<file path="src/rtl/cp0_pkg.sv">
// Shared constants for the M-stage coprocessor 0: register numbers, exception codes, field positions.
package cp0_pkg;

   localparam int unsigned DATA_W  = 32;
   localparam int unsigned ADDR_W  = 5;
   localparam int unsigned EXC_W   = 5;
   localparam int unsigned HWINT_W = 6;

   localparam logic [ADDR_W-1:0] REG_SR    = 5'd12;
   localparam logic [ADDR_W-1:0] REG_CAUSE = 5'd13;
   localparam logic [ADDR_W-1:0] REG_EPC   = 5'd14;
   localparam logic [ADDR_W-1:0] REG_PRID  = 5'd15;

   localparam logic [EXC_W-1:0] EXC_INT     = 5'd0;
   localparam logic [EXC_W-1:0] EXC_ADEL    = 5'd4;
   localparam logic [EXC_W-1:0] EXC_ADES    = 5'd5;
   localparam logic [EXC_W-1:0] EXC_SYSCALL = 5'd8;
   localparam logic [EXC_W-1:0] EXC_RI      = 5'd10;
   localparam logic [EXC_W-1:0] EXC_OV      = 5'd12;

   localparam int unsigned SR_IE_BIT    = 0;
   localparam int unsigned SR_EXL_BIT   = 1;
   localparam int unsigned IM_LO        = 10;
   localparam int unsigned IM_HI        = 15;
   localparam int unsigned CAUSE_EXC_LO = 2;
   localparam int unsigned CAUSE_BD_BIT = 31;

   localparam logic [DATA_W-1:0] PRID_VALUE     = 32'h0000_7A7A;
   localparam logic [DATA_W-1:0] HANDLER_PC_DEF = 32'h0000_4180;

   // Return address for the faulting instruction: back up to the branch when in a delay slot.
   function automatic logic [DATA_W-1:0] epc_target(input logic [DATA_W-1:0] pc, input logic bd);
      logic [DATA_W-1:0] t;
      t = bd ? (pc - 32'd4) : pc;
      return {t[DATA_W-1:2], 2'b00};
   endfunction

endpackage

</file>
<file path="src/rtl/cp0_if.sv">
// M-stage pipeline <-> CP0 signal bundle.
interface cp0_if;

   logic [cp0_pkg::ADDR_W-1:0]  CP0_A;
   logic [cp0_pkg::DATA_W-1:0]  CP0_WD;
   logic                        CP0_WE;
   logic [cp0_pkg::DATA_W-1:0]  M_PC;
   logic                        M_BD;
   logic [cp0_pkg::EXC_W-1:0]   M_ExcCode;
   logic                        M_eret;
   logic [cp0_pkg::HWINT_W-1:0] HWInt;
   logic [cp0_pkg::DATA_W-1:0]  M_CP0_Rdata;
   logic [cp0_pkg::DATA_W-1:0]  EPC_out;
   logic                        Req;
   logic [cp0_pkg::DATA_W-1:0]  Handler_PC;

   modport master (
      output CP0_A, CP0_WD, CP0_WE, M_PC, M_BD, M_ExcCode, M_eret, HWInt,
      input  M_CP0_Rdata, EPC_out, Req, Handler_PC
   );

   modport slave (
      input  CP0_A, CP0_WD, CP0_WE, M_PC, M_BD, M_ExcCode, M_eret, HWInt,
      output M_CP0_Rdata, EPC_out, Req, Handler_PC
   );

endinterface

</file>
<file path="src/rtl/cp0_req_arbiter.sv">
// Combines masked interrupts and pipeline exceptions into one request; interrupts win.
module cp0_req_arbiter
   import cp0_pkg::*;
(
   input  logic [HWINT_W-1:0] hwint_i,
   input  logic [HWINT_W-1:0] im_i,
   input  logic               ie_i,
   input  logic               exl_i,
   input  logic [EXC_W-1:0]   exc_code_i,
   output logic               req_o,
   output logic [EXC_W-1:0]   exc_code_nxt_o
);

   logic int_req;
   logic exc_req;

   always_comb begin
      int_req        = (|(hwint_i & im_i)) & ie_i & ~exl_i;
      exc_req        = (exc_code_i != '0) & ~exl_i;
      req_o          = int_req | exc_req;
      exc_code_nxt_o = int_req ? EXC_INT : exc_code_i;
   end

endmodule

</file>
<file path="src/rtl/m_cp0.sv">
// Coprocessor 0 (SR/Cause/EPC, mtc0/mfc0/eret, exception request) for the M stage.
// Optional feature: define CP0_PRID_EN to make register 15 read the processor ID.
module m_cp0
   import cp0_pkg::*;
#(
   parameter logic [DATA_W-1:0] HANDLER_PC = HANDLER_PC_DEF
) (
   input  logic  clk,
   input  logic  reset,
   cp0_if.slave  bus
);

   logic [HWINT_W-1:0] im_q;
   logic               exl_q;
   logic               ie_q;
   logic               bd_q;
   logic [HWINT_W-1:0] ip_q;
   logic [EXC_W-1:0]   exc_code_q;
   logic [DATA_W-1:2]  epc_q;

   logic               req;
   logic [EXC_W-1:0]   exc_code_nxt;
   logic               wr_sr;
   logic               wr_epc;
   logic [DATA_W-1:0]  epc_nxt;

   cp0_req_arbiter u_arb (
      .hwint_i        (bus.HWInt),
      .im_i           (im_q),
      .ie_i           (ie_q),
      .exl_i          (exl_q),
      .exc_code_i     (bus.M_ExcCode),
      .req_o          (req),
      .exc_code_nxt_o (exc_code_nxt)
   );

   // A request squashes the M-stage mtc0; it re-executes after eret.
   always_comb begin
      wr_sr   = bus.CP0_WE & ~req & (bus.CP0_A == REG_SR);
      wr_epc  = bus.CP0_WE & ~req & (bus.CP0_A == REG_EPC);
      epc_nxt = epc_target(bus.M_PC, bus.M_BD);
   end

   always_ff @(posedge clk) begin
      if (!reset) begin
         im_q       <= '0;
         exl_q      <= 1'b0;
         ie_q       <= 1'b0;
         bd_q       <= 1'b0;
         ip_q       <= '0;
         exc_code_q <= '0;
         epc_q      <= '0;
      end else begin
         ip_q <= bus.HWInt;
         if (req) begin
            exl_q      <= 1'b1;
            bd_q       <= bus.M_BD;
            exc_code_q <= exc_code_nxt;
            epc_q      <= epc_nxt[DATA_W-1:2];
         end else begin
            if (wr_sr) begin
               im_q  <= bus.CP0_WD[IM_HI:IM_LO];
               exl_q <= bus.CP0_WD[SR_EXL_BIT];
               ie_q  <= bus.CP0_WD[SR_IE_BIT];
            end
            if (wr_epc) begin
               epc_q <= bus.CP0_WD[DATA_W-1:2];
            end
            if (bus.M_eret) begin
               exl_q <= 1'b0;
            end
         end
      end
   end

   // mfc0 read mux; reads return pre-write state.
   always_comb begin
      bus.M_CP0_Rdata = '0;
      case (bus.CP0_A)
         REG_SR:    bus.M_CP0_Rdata = {16'b0, im_q, 8'b0, exl_q, ie_q};
         REG_CAUSE: bus.M_CP0_Rdata = {bd_q, 15'b0, ip_q, 3'b0, exc_code_q, 2'b0};
         REG_EPC:   bus.M_CP0_Rdata = {epc_q, 2'b00};
`ifdef CP0_PRID_EN
         REG_PRID:  bus.M_CP0_Rdata = PRID_VALUE;
`endif
         default:   bus.M_CP0_Rdata = '0;
      endcase
   end

   // EPC bypass lets eret directly follow an mtc0 to EPC.
   always_comb begin
      bus.EPC_out    = wr_epc ? {bus.CP0_WD[DATA_W-1:2], 2'b00} : {epc_q, 2'b00};
      bus.Req        = req;
      bus.Handler_PC = HANDLER_PC;
   end

endmodule

</file>
<file path="src/flat_wrapper.sv">
// flat-port wrapper written by rule: the top's interface ports become plain ports
module m_cp0_flat import cp0_pkg::*;
#(
   parameter logic [DATA_W-1:0] HANDLER_PC = HANDLER_PC_DEF
)
  (clk, reset, bus_CP0_A, bus_CP0_WD, bus_CP0_WE, bus_M_PC, bus_M_BD, bus_M_ExcCode, bus_M_eret, bus_HWInt, bus_M_CP0_Rdata, bus_EPC_out, bus_Req, bus_Handler_PC);
  cp0_if bus_i ();
  input  logic clk;
  input  logic reset;
  input wire logic [$bits(bus_i.CP0_A)-1:0] bus_CP0_A;
  input wire logic [$bits(bus_i.CP0_WD)-1:0] bus_CP0_WD;
  input wire logic [$bits(bus_i.CP0_WE)-1:0] bus_CP0_WE;
  input wire logic [$bits(bus_i.M_PC)-1:0] bus_M_PC;
  input wire logic [$bits(bus_i.M_BD)-1:0] bus_M_BD;
  input wire logic [$bits(bus_i.M_ExcCode)-1:0] bus_M_ExcCode;
  input wire logic [$bits(bus_i.M_eret)-1:0] bus_M_eret;
  input wire logic [$bits(bus_i.HWInt)-1:0] bus_HWInt;
  output wire logic [$bits(bus_i.M_CP0_Rdata)-1:0] bus_M_CP0_Rdata;
  output wire logic [$bits(bus_i.EPC_out)-1:0] bus_EPC_out;
  output wire logic [$bits(bus_i.Req)-1:0] bus_Req;
  output wire logic [$bits(bus_i.Handler_PC)-1:0] bus_Handler_PC;
  assign bus_i.CP0_A = bus_CP0_A;
  assign bus_i.CP0_WD = bus_CP0_WD;
  assign bus_i.CP0_WE = bus_CP0_WE;
  assign bus_i.M_PC = bus_M_PC;
  assign bus_i.M_BD = bus_M_BD;
  assign bus_i.M_ExcCode = bus_M_ExcCode;
  assign bus_i.M_eret = bus_M_eret;
  assign bus_i.HWInt = bus_HWInt;
  assign bus_M_CP0_Rdata = bus_i.M_CP0_Rdata;
  assign bus_EPC_out = bus_i.EPC_out;
  assign bus_Req = bus_i.Req;
  assign bus_Handler_PC = bus_i.Handler_PC;
  m_cp0 #(.HANDLER_PC(HANDLER_PC)) u_core (.clk(clk), .reset(reset), .bus(bus_i));
endmodule
</file>
<file path="config.mk">
export PLATFORM = sky130hd
export DESIGN_NAME = m_cp0_flat
export DESIGN_NICKNAME = d
export VERILOG_FILES = /design/src/rtl/cp0_pkg.sv /design/src/rtl/cp0_if.sv /design/src/rtl/cp0_req_arbiter.sv /design/src/rtl/m_cp0.sv /design/src/flat_wrapper.sv
export SDC_FILE = /design/constraint.sdc
export NUM_CORES = 1
export LEC_CHECK = 0
export BUFFER_PORTS_ARGS = -buffer_cell sky130_fd_sc_hd__buf_4
export CORE_MARGIN = 3
export CORE_UTILIZATION = 45
export CTS_CLUSTER_DIAMETER = 50
export DETAILED_ROUTE_END_ITERATION = 16
export PLACE_DENSITY = 0.86
export SLEW_MARGIN = 30
export SYNTH_ARGS = -nofsm -noshare
export SYNTH_HDL_FRONTEND = slang
export SYNTH_HIERARCHICAL = 1
export SYNTH_SLANG_ARGS = --single-unit
</file>
<file path="constraint.sdc">
create_clock -name clk -period 3.5 [get_ports clk]
set_input_delay 0.35 -clock clk [delete_from_list [all_inputs] [get_ports clk]]
set_output_delay 0.35 -clock clk [all_outputs]
set_load 0.01 [all_outputs]
</file>
; Word-level counts from Yosys, hierarchy flattened
; Cells that the tools add are included.
[totals]
elab_cells = 35
inputBits = 85
ff_bits = 50
[op_classes]
n_reduce_logical = 5
n_addsub = 1
n_mux = 9
bitwise = 10
eq_ne = 3
[op_table]
columns = cell, n
row1 = $pmux W32 S3, 1
row2 = $mux W32, 2
row3 = $mux W30, 2
row4 = $sub A32 B3 Y32 const B, 1
row5 = $eq A5 B4 Y1 const B, 3
row6 = $and A1 B1 Y1, 6
row7 = $and A6 B6 Y6, 1
row8 = $reduce_or A6 Y1, 1
row9 = $mux W5, 1
row10 = $reduce_bool A5 Y1, 1
row11 = $mux W1, 3
row12 = $reduce_bool A3 Y1, 1
row13 = $not A1 Y1, 2
row14 = $reduce_and A2 Y1, 1
row15 = $reduce_bool A2 Y1, 1
row16 = $or A1 B1 Y1, 1

; Longest topological paths before layout
[depth]
depth_word = 11
ltp_mapped = 9
depth_no_buf = 7

; By module
; Netlist, hierarchy kept.
[by_module_without_submodules]
columns = mod, cells_per_inst, area_each_um2, instances, seq_area_each_um2
row1 = m_cp0, 434, 3669.8, 1, 1001.0
row2 = cp0_req_arbiter, 13, 102.6, 1, 0.0

; Least setup slack after synthesis
; Ideal clock, no wire load.
[synth_timing]
kind = input-to-output
from = input port bus_HWInt[3]
to = output port bus_EPC_out[10]
cell_stages = 8
required_ns = 3.150
t_arrival_ns = 2.515
n_path_buf = 2
slack_ns = 0.635
cell_sequence = a22oi_1 -> a311oi_4 -> o21bai_1 -> clkbuf_1 -> nor2b_1 -> nand3_1 -> clkbuf_1 -> mux2_2
[synth_between]
elab_chain_cells = 9
[synth_rtl]
columns = item, line_no
row1 = start: declaration, flat_wrapper.sv:17  ; input wire logic [$bits(bus_i.HWInt)-1:0] bus_HWInt;
row2 = $and A6 B6 Y6, cp0_req_arbiter.sv:18  ; int_req = (|(hwint_i & im_i)) & ie_i & ~exl_i;
row3 = $reduce_or A6 Y1, cp0_req_arbiter.sv:18
row4 = $and A1 B1 Y1 (2 in series), cp0_req_arbiter.sv:18
row5 = $or A1 B1 Y1, cp0_req_arbiter.sv:20  ; req_o = int_req | exc_req;
row6 = net bus_Req, flat_wrapper.sv:20  ; output wire logic [$bits(bus_i.Req)-1:0] bus_Req;
row7 = $not A1 Y1 (no line), -
row8 = $and A1 B1 Y1 (2 in series), m_cp0.sv:40  ; wr_epc = bus.CP0_WE & ~req & (bus.CP0_A == REG_EPC);
row9 = $mux W32, m_cp0.sv:92  ; bus.EPC_out = wr_epc ? {bus.CP0_WD[DATA_W-1:2], 2'b00} : {epc_q, 2'b00};
row10 = end: declaration, flat_wrapper.sv:19  ; output wire logic [$bits(bus_i.EPC_out)-1:0] bus_EPC_out;
; The timed path passes the listed nets, and every way through them passes these cells.

; Final worst setup path
[layout_timing]
from = register u_core.im_q[1]
to = output port bus_EPC_out[3]
[layout_between]
elab_chain_cells = 9
[layout_rtl]
columns = item, line_no
row1 = start: declaration, m_cp0.sv:13  ; logic [HWINT_W-1:0] im_q;
row2 = start signal: assignment, m_cp0.sv:62  ; im_q <= bus.CP0_WD[IM_HI:IM_LO];
row3 = $and A6 B6 Y6, cp0_req_arbiter.sv:18
row4 = $reduce_or A6 Y1, cp0_req_arbiter.sv:18
row5 = $and A1 B1 Y1 (2 in series), cp0_req_arbiter.sv:18
row6 = $or A1 B1 Y1, cp0_req_arbiter.sv:20
row7 = $not A1 Y1 (no line), -
row8 = $and A1 B1 Y1 (2 in series), m_cp0.sv:40
row9 = $mux W32, m_cp0.sv:92
; No other way between the ends.

==> flow_summary.toml <==
[outcome]
status = "finished clean"

[pwr]
ir_drop_v = 0.000193
powerDensity_nw_per_um2 = 301
p_leak_uw = 0.00227

[grt]
grt_pass1_wl_um = 18700
grt_use_total_pct = 23.7
antenna_found_initial = 0
grt_max_degree = 65
grt_remaining_overflow = 0
grt_pass1_vias = 3658

[route]
drcViolationCount = 0
wl_per_cell_um = 18.2
initialDrtViolationCount = 405
vias = 3926
ant_nets = 0
totalWireLength_um = 12100
viasPerCell = 5.89
dr.pass1.iters = 5

[timing]
fin_crit_sh_pct = 94.1
grt_setup_unrepaired = "false"
worst_pin_slew_ps = 857
max_freq_mhz = 304
setup_viol = 0
holdWs_ps = 220
relSlewSlack_pct = 42.7
fin_crit_ps = 3290
setup_tns_ps = 0
drv_slew = 0
clock_skew_ps = 4.52
hold_viol_final = 0

[logic_synthesis]
syn-cell-area_um2 = 3770
synth_top_cells_by_count = "dfxtp_1, and3_1, buf_4"
ys_seq_elements = 50
synth_top_cell_area_share_pct = 26.5
synth-edff-count = 0
synthFlopType = "dfxtp_1"
synth_warnings = 6
synth.distinct_cells = 56
async_reset_ff_share_pct = 0
yosysTopAreaCell = "dfxtp_1"
yosysSeqAreaShare_pct = 26.5
postSynthAreaPerCell_um2 = 8.44
yosysMostFrequentCell = "dfxtp_1"
synth_cells = 447
synth.top_cells.by_area = "dfxtp_1, mux2_2, buf_4"

[cells_and_area]
diodes = 0
multi_input_area_um2 = 2470
layout-drive-gt1-share_pct = 35.2
fin_util_pct = 61.3
final_nets = 650
syn2layout_area_growth_pct = 28.8
layout.area.seq_um2 = 1000
nFillCells = 697
final_area_um2 = 4860

[clock_network]
clock_sinks = 50
clk_path_buf_depth = 2
cts_max_level = 2
root_buffer = "clkbuf_8"
path_clk_slew_ps = 90
cts_setup_buffers = 0
cts_made_buffers = 5
clk_latency_ps = 310
cts_hold_buf = 0
cts_resized = 0
cts_tree = "built"

[setup_path]
r2r_cells = 8
crit_type = "reg -> out"
cp-start-kind = "flop"
required_ps = 3150
cp.arrival_ps = 2940
critPathMaxFanout = 20
worstSetupEndpointType = "primary output"

[floorplanning]
io_pins = 182
start_util_pct = 47.6
dieWidth_um = 97.6
dieArea_um2 = 9520
fp.coreArea_um2 = 7930
die_h_um = 97.6
rows = 32

[placement]
hpwl_um = 9270
io_buffers = 145
dpl_cell_area_um2 = 4760
gp_congestion = 0.895

[min_path]
hp-class = "in -> reg"
hold_depth = 2

[run]
maxCapViolations = 0
[where the power goes]
part           total [uW]  internal (uW)  switching (uW)  leakage (uW)
combinational         440            214             226       0.00180
sequential            658            619            39.5      0.000414
clock                 366            163             203     0.0000514
[final cells by class]
| class | count | share of cell area (%) |
|---|---|---|
| multi-input combinational | 352 | 50.9 |
| timing repair buffer | 150 | 23.4 |
| sequential | 50 | 20.6 |
| tap | 102 | 2.63 |
| clock buffer | 6 | 1.70 |
| inverter | 5 | 0.386 |
| clock inverter | 2 | 0.361 |
[metrics by stage]
| step | std cells | setup slack [ps] | power, uW |
|---|---|---|---|
| global route | 667 | 41.1 | 1530 |
| CTS | 667 | 210 | 1460 |
| finish | 667 | 208 | 1460 |
| detailed placement | 659 | 399 | 1100 |
| global placement | 659 | 451 | 1090 |
| floorplan | 479 | 635 | 916 |
[cell families after synthesis]
family	Yosys count	synth area share [%]
AOI/OAI and AO/OA	95	19.5
and+or+nand+nor	164	25.6
adders and majority gates	1	0.332
buffers and inverters	77	11.8
other	2	0.199
DFF	50	26.5
xor gates and xnor gates	11	2.55
muxes	47	13.4
[flip-flops by register name, indices dropped and copies added, names as in the netlist]
name and flops:
u_core/ip_q 6, u_core/exc_code_q 5, u_core/im_q 6, u_core/bd_q 1, u_core/exl_q 1, u_core/epc_q 30, u_core/ie_q 1
[cell usage in the layout, fill, tap and decap left out, types with 3 or more instances in the layout]
| master | instances |
|---|---|
| a211oi_1 | 28 |
| a22o_1 | 6 |
| a22oi_1 | 3 |
| a311oi_1 | 12 |
| a31o_2 | 3 |
| a31oi_1 | 5 |
| and2_1 | 7 |
| and3_1 | 40 |
| buf_4 | 149 |
| clkbuf_8 | 6 |
| conb_1 | 34 |
| dfxtp_1 | 50 |
| inv_1 | 5 |
| mux2_2 | 27 |
| mux2i_1 | 20 |
| nand2_1 | 21 |
| nand3_1 | 6 |
| nand3b_1 | 3 |
| nand4_1 | 5 |
| nor2_1 | 25 |
| nor2b_1 | 6 |
| nor3_1 | 7 |
| nor4_1 | 4 |
| o21ai_0 | 12 |
| o31ai_1 | 15 |
| or3_1 | 7 |
| or4_1 | 15 |
| xnor2_1 | 7 |
| xor2_1 | 4 |
[per-layer routing]
| layer | part of all wire (%) | wire length [um] | track usage (%) | vias up |
|---|---|---|---|---|
| met5 | 0 | 0 | 0 | - |
| met4 | 2.3 | 275 | 8.95 | 0 |
| met3 | 7.4 | 893 | 2.94 | 21 |
| met2 | 49 | 6000 | 40.8 | 221 |
| met1 | 41 | 4960 | 30.2 | 1821 |
| li1 | - | - | - | 1863 |
[worst max-delay path, stage by stage (launching register included)]
cell and delay, ps:
dfxtp_1 340, a22oi_1 320, a311oi_4 210, o21bai_4 230
nor2b_1 300, nand3_1 450, buf_12 330, mux2_2 300
buf_4 150
[path summary, 6_finish.rpt]
path	startpoint	to	slack [ps]
hold / removal	bus_M_eret	u_core/exl_q	220
setup / recovery	u_core/im_q[1]	bus_EPC_out[3]	210
hold reg to reg	u_core/exc_code_q[2]	u_core/exc_code_q[2]	520
setup reg to reg	u_core/im_q[1]	u_core/epc_q[4]	730
(Power assumes the default switching activity.)
